[config.mk]
export PLATFORM = sky130hd
export DESIGN_NAME = clock_gate_ctrl_flat
export DESIGN_NICKNAME = d
export VERILOG_FILES = /design/src/rtl/clock_gate_ctrl_if.sv /design/src/rtl/clock_gate_ctrl.sv /design/src/flat_wrapper.sv
export SDC_FILE = /design/constraint.sdc
export NUM_CORES = 1
export LEC_CHECK = 0
export CAP_MARGIN = 30
export CORE_ASPECT_RATIO = 0.7
export CORE_UTILIZATION = 28
export CTS_CLUSTER_SIZE = 10
export DETAILED_ROUTE_END_ITERATION = 12
export GPL_ROUTABILITY_DRIVEN = 0
export PLACE_DENSITY = 0.58
export SYNTH_ARGS = -nofsm -noshare
export SYNTH_HDL_FRONTEND = slang
export SYNTH_SLANG_ARGS = --single-unit
[constraint.sdc]
create_clock -name clk -period 2.6 [get_ports clk]
set_clock_uncertainty 0.1 [all_clocks]
set_input_delay 0.78 -clock clk [delete_from_list [all_inputs] [get_ports clk]]
set_output_delay 0.78 -clock clk [all_outputs]
set_load 0.1 [all_outputs]
[src/rtl/clock_gate_ctrl_if.sv]
// Activity handshake between upstream logic and the clock-gate controller.
// Upstream drives requests and overrides; the controller answers with ready.
interface clock_gate_ctrl_if;
  logic act_req;
  logic act_ready;
  logic domain_busy;
  logic force_on;

  modport master (
    output act_req,
    output domain_busy,
    output force_on,
    input  act_ready
  );

  modport slave (
    input  act_req,
    input  domain_busy,
    input  force_on,
    output act_ready
  );
endinterface

[src/rtl/clock_gate_ctrl.sv]
// Enable-side controller for a gated clock domain: idle gate-off,
// fixed wake latency before ready, saturating gated-cycle counter.
module clock_gate_ctrl #(
  parameter int IDLE_CYCLES = 16,
  parameter int WAKE_CYCLES = 2,
  parameter int CNT_W       = 32
) (
  input  logic             clk,
  input  logic             rst_n,
  clock_gate_ctrl_if.slave act,
  input  logic             cnt_clr,
  output logic             gate_en,
  output logic [CNT_W-1:0] gated_cnt
);

  localparam int IW = $clog2(IDLE_CYCLES + 1);
  localparam int WW = $clog2(WAKE_CYCLES + 1);

  localparam logic [IW-1:0] IDLE_LAST =
    IW'(IDLE_CYCLES - 1);
  localparam logic [WW-1:0] WAKE_LAST =
    WW'(WAKE_CYCLES - 1);

  typedef enum logic [1:0] {
    ST_WAKE = 2'd0,
    ST_ON   = 2'd1,
    ST_OFF  = 2'd2
  } state_t;

  state_t        state_q;
  state_t        state_d;
  logic [IW-1:0] idle_cnt;
  logic [IW-1:0] idle_d;
  logic [WW-1:0] wake_cnt;
  logic [WW-1:0] wake_d;
  logic          idle;
  logic          cnt_sat;

  assign idle = !act.act_req
             && !act.domain_busy
             && !act.force_on;

  assign cnt_sat = &gated_cnt;

  // Enables decode registered state only, so no input can glitch them.
  assign gate_en       = (state_q != ST_OFF);
  assign act.act_ready = (state_q == ST_ON);

  // State and counter registers; reset lands in WAKE with clock running.
  always_ff @(posedge clk or negedge rst_n) begin
    if (!rst_n) begin
      state_q  <= ST_WAKE;
      idle_cnt <= '0;
      wake_cnt <= '0;
    end else begin
      state_q  <= state_d;
      idle_cnt <= idle_d;
      wake_cnt <= wake_d;
    end
  end

  // Next-state logic: WAKE runs to completion, ON counts idle, OFF waits.
  always_comb begin
    state_d = state_q;
    idle_d  = idle_cnt;
    wake_d  = wake_cnt;
    unique case (state_q)
      ST_WAKE: begin
        wake_d = wake_cnt + 1'b1;
        if (wake_cnt == WAKE_LAST) begin
          state_d = ST_ON;
          idle_d  = '0;
        end
      end
      ST_ON: begin
        if (!idle) begin
          idle_d = '0;
        end else if (idle_cnt == IDLE_LAST) begin
          state_d = ST_OFF;
        end else begin
          idle_d = idle_cnt + 1'b1;
        end
      end
      ST_OFF: begin
        if (!idle) begin
          state_d = ST_WAKE;
          wake_d  = '0;
        end
      end
      default: begin
        state_d = ST_WAKE;
        wake_d  = '0;
      end
    endcase
  end

  // Gated-cycle counter; clear beats increment, holds at all-ones.
  always_ff @(posedge clk or negedge rst_n) begin
    if (!rst_n) begin
      gated_cnt <= '0;
    end else if (cnt_clr) begin
      gated_cnt <= '0;
    end else if (state_q == ST_OFF && !cnt_sat) begin
      gated_cnt <= gated_cnt + 1'b1;
    end
  end

endmodule

[src/flat_wrapper.sv]
// flat-port wrapper written by rule: the top's interface ports become plain ports
module clock_gate_ctrl_flat 
#(
  parameter int IDLE_CYCLES = 16,
  parameter int WAKE_CYCLES = 2,
  parameter int CNT_W       = 32
)
  (clk, rst_n, cnt_clr, gate_en, gated_cnt, act_act_req, act_domain_busy, act_force_on, act_act_ready);
  clock_gate_ctrl_if act_i ();
  input  logic clk;
  input  logic rst_n;
  input  logic cnt_clr;
  output logic gate_en;
  output logic [CNT_W-1:0] gated_cnt;
  input wire logic [$bits(act_i.act_req)-1:0] act_act_req;
  input wire logic [$bits(act_i.domain_busy)-1:0] act_domain_busy;
  input wire logic [$bits(act_i.force_on)-1:0] act_force_on;
  output wire logic [$bits(act_i.act_ready)-1:0] act_act_ready;
  assign act_i.act_req = act_act_req;
  assign act_i.domain_busy = act_domain_busy;
  assign act_i.force_on = act_force_on;
  assign act_act_ready = act_i.act_ready;
  clock_gate_ctrl #(.IDLE_CYCLES(IDLE_CYCLES), .WAKE_CYCLES(WAKE_CYCLES), .CNT_W(CNT_W)) u_core (.clk(clk), .rst_n(rst_n), .act(act_i), .cnt_clr(cnt_clr), .gate_en(gate_en), .gated_cnt(gated_cnt));
endmodule
==> Word level (Yosys, flattened, before mapping) <==
Index checks and enable logic that the tools add are counted.
{ "classes": {"addsub": 3, "mul": 0, "div": 0, "magnitude_cmp": 0, "n_eq_ne": 10, "n_shift": 0, "muxes": 12, "bitwise_logic": 1, "n_reduce_logical": 14} }
{ "ops": {"columns": ["op", "n"], "rows": [
  ["32-bit two-way mux", 2],
  ["32-bit by 1-bit adder with 32-bit output (second input constant)", 1],
  ["32-bit AND reduction", 1],
  ["5-bit two-way mux", 3],
  ["2-bit case mux with 3 select lines", 2],
  ["5-bit case mux with 2 select lines", 1],
  ["2-bit two-way mux", 4],
  ["2-bit by 1-bit != test with 1-bit output (second input constant)", 3],
  ["5-bit by 1-bit adder with 5-bit output (second input constant)", 1],
  ["5-bit by 4-bit equality test with 1-bit output (second input constant)", 1],
  ["2-bit by 1-bit equality test with 1-bit output (second input constant)", 2],
  ["1-bit logical NOT", 4],
  ["2-bit != test (second input constant)", 2],
  ["4-bit AND reduction", 1],
  ["2-bit nonzero test", 2],
  ["1-bit logical AND", 3],
  ["3-bit != test (second input constant)", 1],
  ["3-bit AND reduction", 1],
  ["2-bit by 1-bit adder with 2-bit output (second input constant)", 1],
  ["2-bit equality test (second input constant)", 1],
  ["2-bit logical NOT", 1],
  ["2-bit AND reduction", 1],
  ["1-bit NOT", 1]
]} }
{ "totals": {"reg_bits": 41, "latchBits": 0, "ram_bits": 0, "mem_bits_ro": 0, "out_inout_bits": 34, "wordCells": 44, "memories": 0} }

==> Longest topological paths before layout <==
{ "logic_depth": {"ltp_word": 5, "depth_mapped": 8} }

==> Least setup slack after synthesis <==
Ideal clock, no wire load.
{ "synth_timing": {"path_kind": "reg2reg", "startpoint": "reg u_core.gated_cnt[0]", "endpoint": "reg u_core.gated_cnt[18]", "setup_time_ns": 0.078, "arrival_time_ns": 2.741, "setup_slack_ns": -0.319, "path_stages_with_launch": 8, "path_buffers": 1, "synth_period_minus_slack_ns": 2.919, "cell_sequence": "dfrtp_1 > ha_1 > inv_1 > or4_1 > buf_2 > a21o_1 > or4_1 > a21oi_1"} }
{ "synth_between": {"elab_chain_len": 4, "elab_cells_between_ends": 7, "classes_between": "add/sub (1); mux (2); reduce/logical (4)"} }
{ "synth_lines": {"columns": ["item", "line", "source"], "rows": [
  ["start, declared", "clock_gate_ctrl.sv:13", "output logic [CNT_W-1:0] gated_cnt"],
  ["start signal, assigned", "clock_gate_ctrl.sv:104", "gated_cnt <= gated_cnt + 1'b1;"],
  ["parallel branches: the longest is 4 deep, another holds 32-bit by 1-bit adder with 32-bit output", null, null]
]} }
Several ways; the timed one is not identified. The select of a mux whose other input is x is not followed.
A chain may end at the register's enable or synchronous reset.

==> Worst setup path in the final report <==
{ "layout_timing": {"startpoint": "reg u_core.state_q[0]", "endpoint": "reg u_core.gated_cnt[21]"} }
{ "layout_between": {"elab_chain_len": 3} }
{ "layout_lines": {"columns": ["item", "line", "source"], "rows": [
  ["start, declared", "clock_gate_ctrl.sv:30", "state_t state_q;"],
  ["start signal, assigned", "clock_gate_ctrl.sv:56", "state_q <= state_d;"],
  ["2-bit equality test", "clock_gate_ctrl.sv:103", "end else if (state_q == ST_OFF && !cnt_sat) begin"],
  ["1-bit logical AND", "clock_gate_ctrl.sv:103", null],
  ["2-bit nonzero test (no line)", null, null]
]} }
Every way passes these cells.

==> flow_summary.ini <==
[worst_hold_path]
hold_class = reg2reg

[power_and_ir_drop]
power.density_nw_per_um2 = 442.8
p_clk_share_pct = 42.4
peakVddDrop_mv = 0.1752
p_sw_share_pct = 21.97
seqPwrFrac_pct = 51.9
internal_power_mw = 0.9935
p_comb_share_pct = 5.7
leakage_nw = 1.117
power_switching_mw = 0.2797
power_mw = 1.273

[synthesis]
synth_common_cells = dfrtp_1, a21oi_1, o21ai_0
synthMuxAreaShare_pct = 2.065
synth_top_area_cell = dfrtp_1
synth_seq_cells = 41
synth-edff-count = 0
syn_area_um2 = 2181
synth_xor_area_share_pct = 2.410
yosys.area_share.simple_pct = 25.30
yosys.cell_count.top_type = dfrtp_1
synth_compound_gate_area_share_pct = 17.27
yosys.cell_types.count = 34
async_flop_share_pct = 100.0
synthTopCellsByArea = dfrtp_1, a21oi_1, o21ai_0, nand3_1, or4_1
synth_flop_cell = dfrtp_1
ys.warnings.count = 0
synth_fa_ha_area_share_pct = 2.295
synth_top_family_by_area = simple AND/OR/NAND/NOR gates
synth.avg_cell_area_um2 = 9.012
synth_top_area_share_pct = 47.05
postSynthCellCount = 242
seq_area_frac_synth_pct = 47.05
syn-num-nets = 252

[job]
drv_cap = 0

[clock_tree]
clock_tree.root_cell = clkbuf_8
cts_tree = built
cts_hold_buf = 0
cts_sinks = 41
cts_buffer_depth = 2
htree_levels = 2
post_cts_buffers = 0
clkTransAtPathRegs_ns = 0.08
clkLatencyLatePin_ns = 0.29
cts_resized = 0
cts_buffers = 5

[critical_path]
cp-start-kind = register
worstPathArrival_ns = 2.59
required_ns = 2.71
path_max_fanout = 17
end_kind = register
crit_type = reg2reg

[drt]
drc = 0
drt_wl_total_um = 5333
wl_per_cell_um = 13.57
vias_per_cell = 5.112
drt_iter0_drc = 98
vias = 2009
first_pass_iters = 4
ant_nets = 0

[floorplan]
boundaryPins = 40
die_w_um = 107.5
num_rows = 26
start_util_pct = 29.40
die-area_um2 = 8152
coreArea_um2 = 7417
die_h_um = 75.84

[place]
dp_slack_ns = 0.1558
numPortBuffers = 39
hpwl_um = 3803
place_area_um2 = 2759
placed_cells = 385

[final_layout]
final_cells = 393
drive_gt1_share_pct = 32.88
num_antenna_cells = 0
seq_area_um2 = 1065
post-route-util_pct = 38.77
final_area_um2 = 2875
fillers = 773
nets = 304
multi_input_area_um2 = 1076
syn2layout_area_growth_pct = 31.84

[timing]
min_period_ns = 2.482
setup_violations = 0
tightestPinTransition_ns = 0.5263
finalSetupTns_ns = 0
timing.hold.ws_ns = 0.4128
final.period_utilization_pct = 95.45
worst_slack_ns = 0.1183
rsz0062_at_grt = no
hold_viol = 0
fmax_ghz = 0.4029
slew_viol_final = 0
slew_headroom_pct = 64.91

[grt]
grt_max_degree = 42
grt.overflow.total = 0
antenna_found_initial = 0
grt_util_all_layers_pct = 13.78
grt_pass1_wl_um = 8756
grt_pass1_vias = 1809

[run_status]
status = finished clean
## cells by family (layout without fill, tap and decap cells)
logic type      after synthesis  after routing
flops                        41             41
buf+inv                      20             73
compound gates               64             64
mux                           4              4
fa+ha+maj                     4              4
simple gates                103            103
xor+xnor                      6              6
## worst paths after layout
kind / from / endpoint / slack (ns) / cells after the start
worst max-delay path: u_core.state_q[0]$_DFFE_PN0P_ / u_core.gated_cnt[21]$_DFFE_PN0P_ / 0.12 / 7
worst min-delay path: u_core.gated_cnt[30]$_DFFE_PN0P_ / u_core.gated_cnt[30]$_DFFE_PN0P_ / 0.41 / 1
worst max register to register: u_core.state_q[0]$_DFFE_PN0P_ / u_core.gated_cnt[21]$_DFFE_PN0P_ / 0.12 / 7
worst min register to register: u_core.gated_cnt[30]$_DFFE_PN0P_ / u_core.gated_cnt[30]$_DFFE_PN0P_ / 0.41 / 1
max in group asynchronous: rst_n / u_core.gated_cnt[17]$_DFFE_PN0P_ / 1.57 / 2
min in group asynchronous: rst_n / u_core.idle_cnt[3]$_DFFE_PN0P_ / 0.44 / 2
## placed cells by master, fill, tap and decap left out, types with 3 or more instances in the layout
master           count
xnor2_1              6
buf_4               47
or4_1               11
mux2_2               4
nor4_1               3
o31ai_1              8
o21ai_0             19
dfrtp_1             10
ha_1                 4
inv_1                9
clkdlybuf4s50_1      4
nand2_1             16
buf_12               3
and3_1               3
nand3_1             17
nor3_1               5
dfrtp_2             31
nand4_1              7
or3_1               13
nor2_1              18
clkbuf_8             6
nor2b_1              5
a21oi_1             25
a211oi_1             3
## flip-flops by register name, summed over array words and instances, names as in the netlist
name,cells
u_core.gated_cnt,32
u_core.wake_cnt,2
u_core.idle_cnt,5
u_core.state_q,2
## per-layer routing
layer	vias to the layer above	GRT usage (%)	part of all wire (%)
met5	-	0	0
met4	0	4.110	0.83
met3	5	2.908	4.0
met2	34	21.37	42
met1	967	19.43	54
li1	1003	-	-
## power by group through the flow
stage / clock (mW) / combinational (mW) / sequential, mW
after floorplan: 0 / 0.0419 / 0.671
after global routing: 0.577 / 0.0889 / 0.663
after CTS: 0.555 / 0.0749 / 0.660
after detailed placement: 0 / 0.0749 / 0.673
final: 0.540 / 0.0725 / 0.661
after global placement: 0 / 0.0739 / 0.673
## worst max-delay path, cell delays in order, from the launching register on
cell and delay, ns:
dfrtp_1 0.38, and2b_1 0.22, inv_2 0.04, or4_1 0.52, a41o_1 0.41, buf_4 0.24, or3_1 0.34, a21oi_1 0.16
## cell type report
type / instances / area share, %
clock inverter: 1 / 1.044
sequential: 41 / 37.03
inverter: 10 / 1.305
multi-input combinational: 181 / 37.42
tap: 98 / 4.265
timing repair buffer: 55 / 15.93
clock buffer: 7 / 3.003
(Power assumes the default switching activity.)
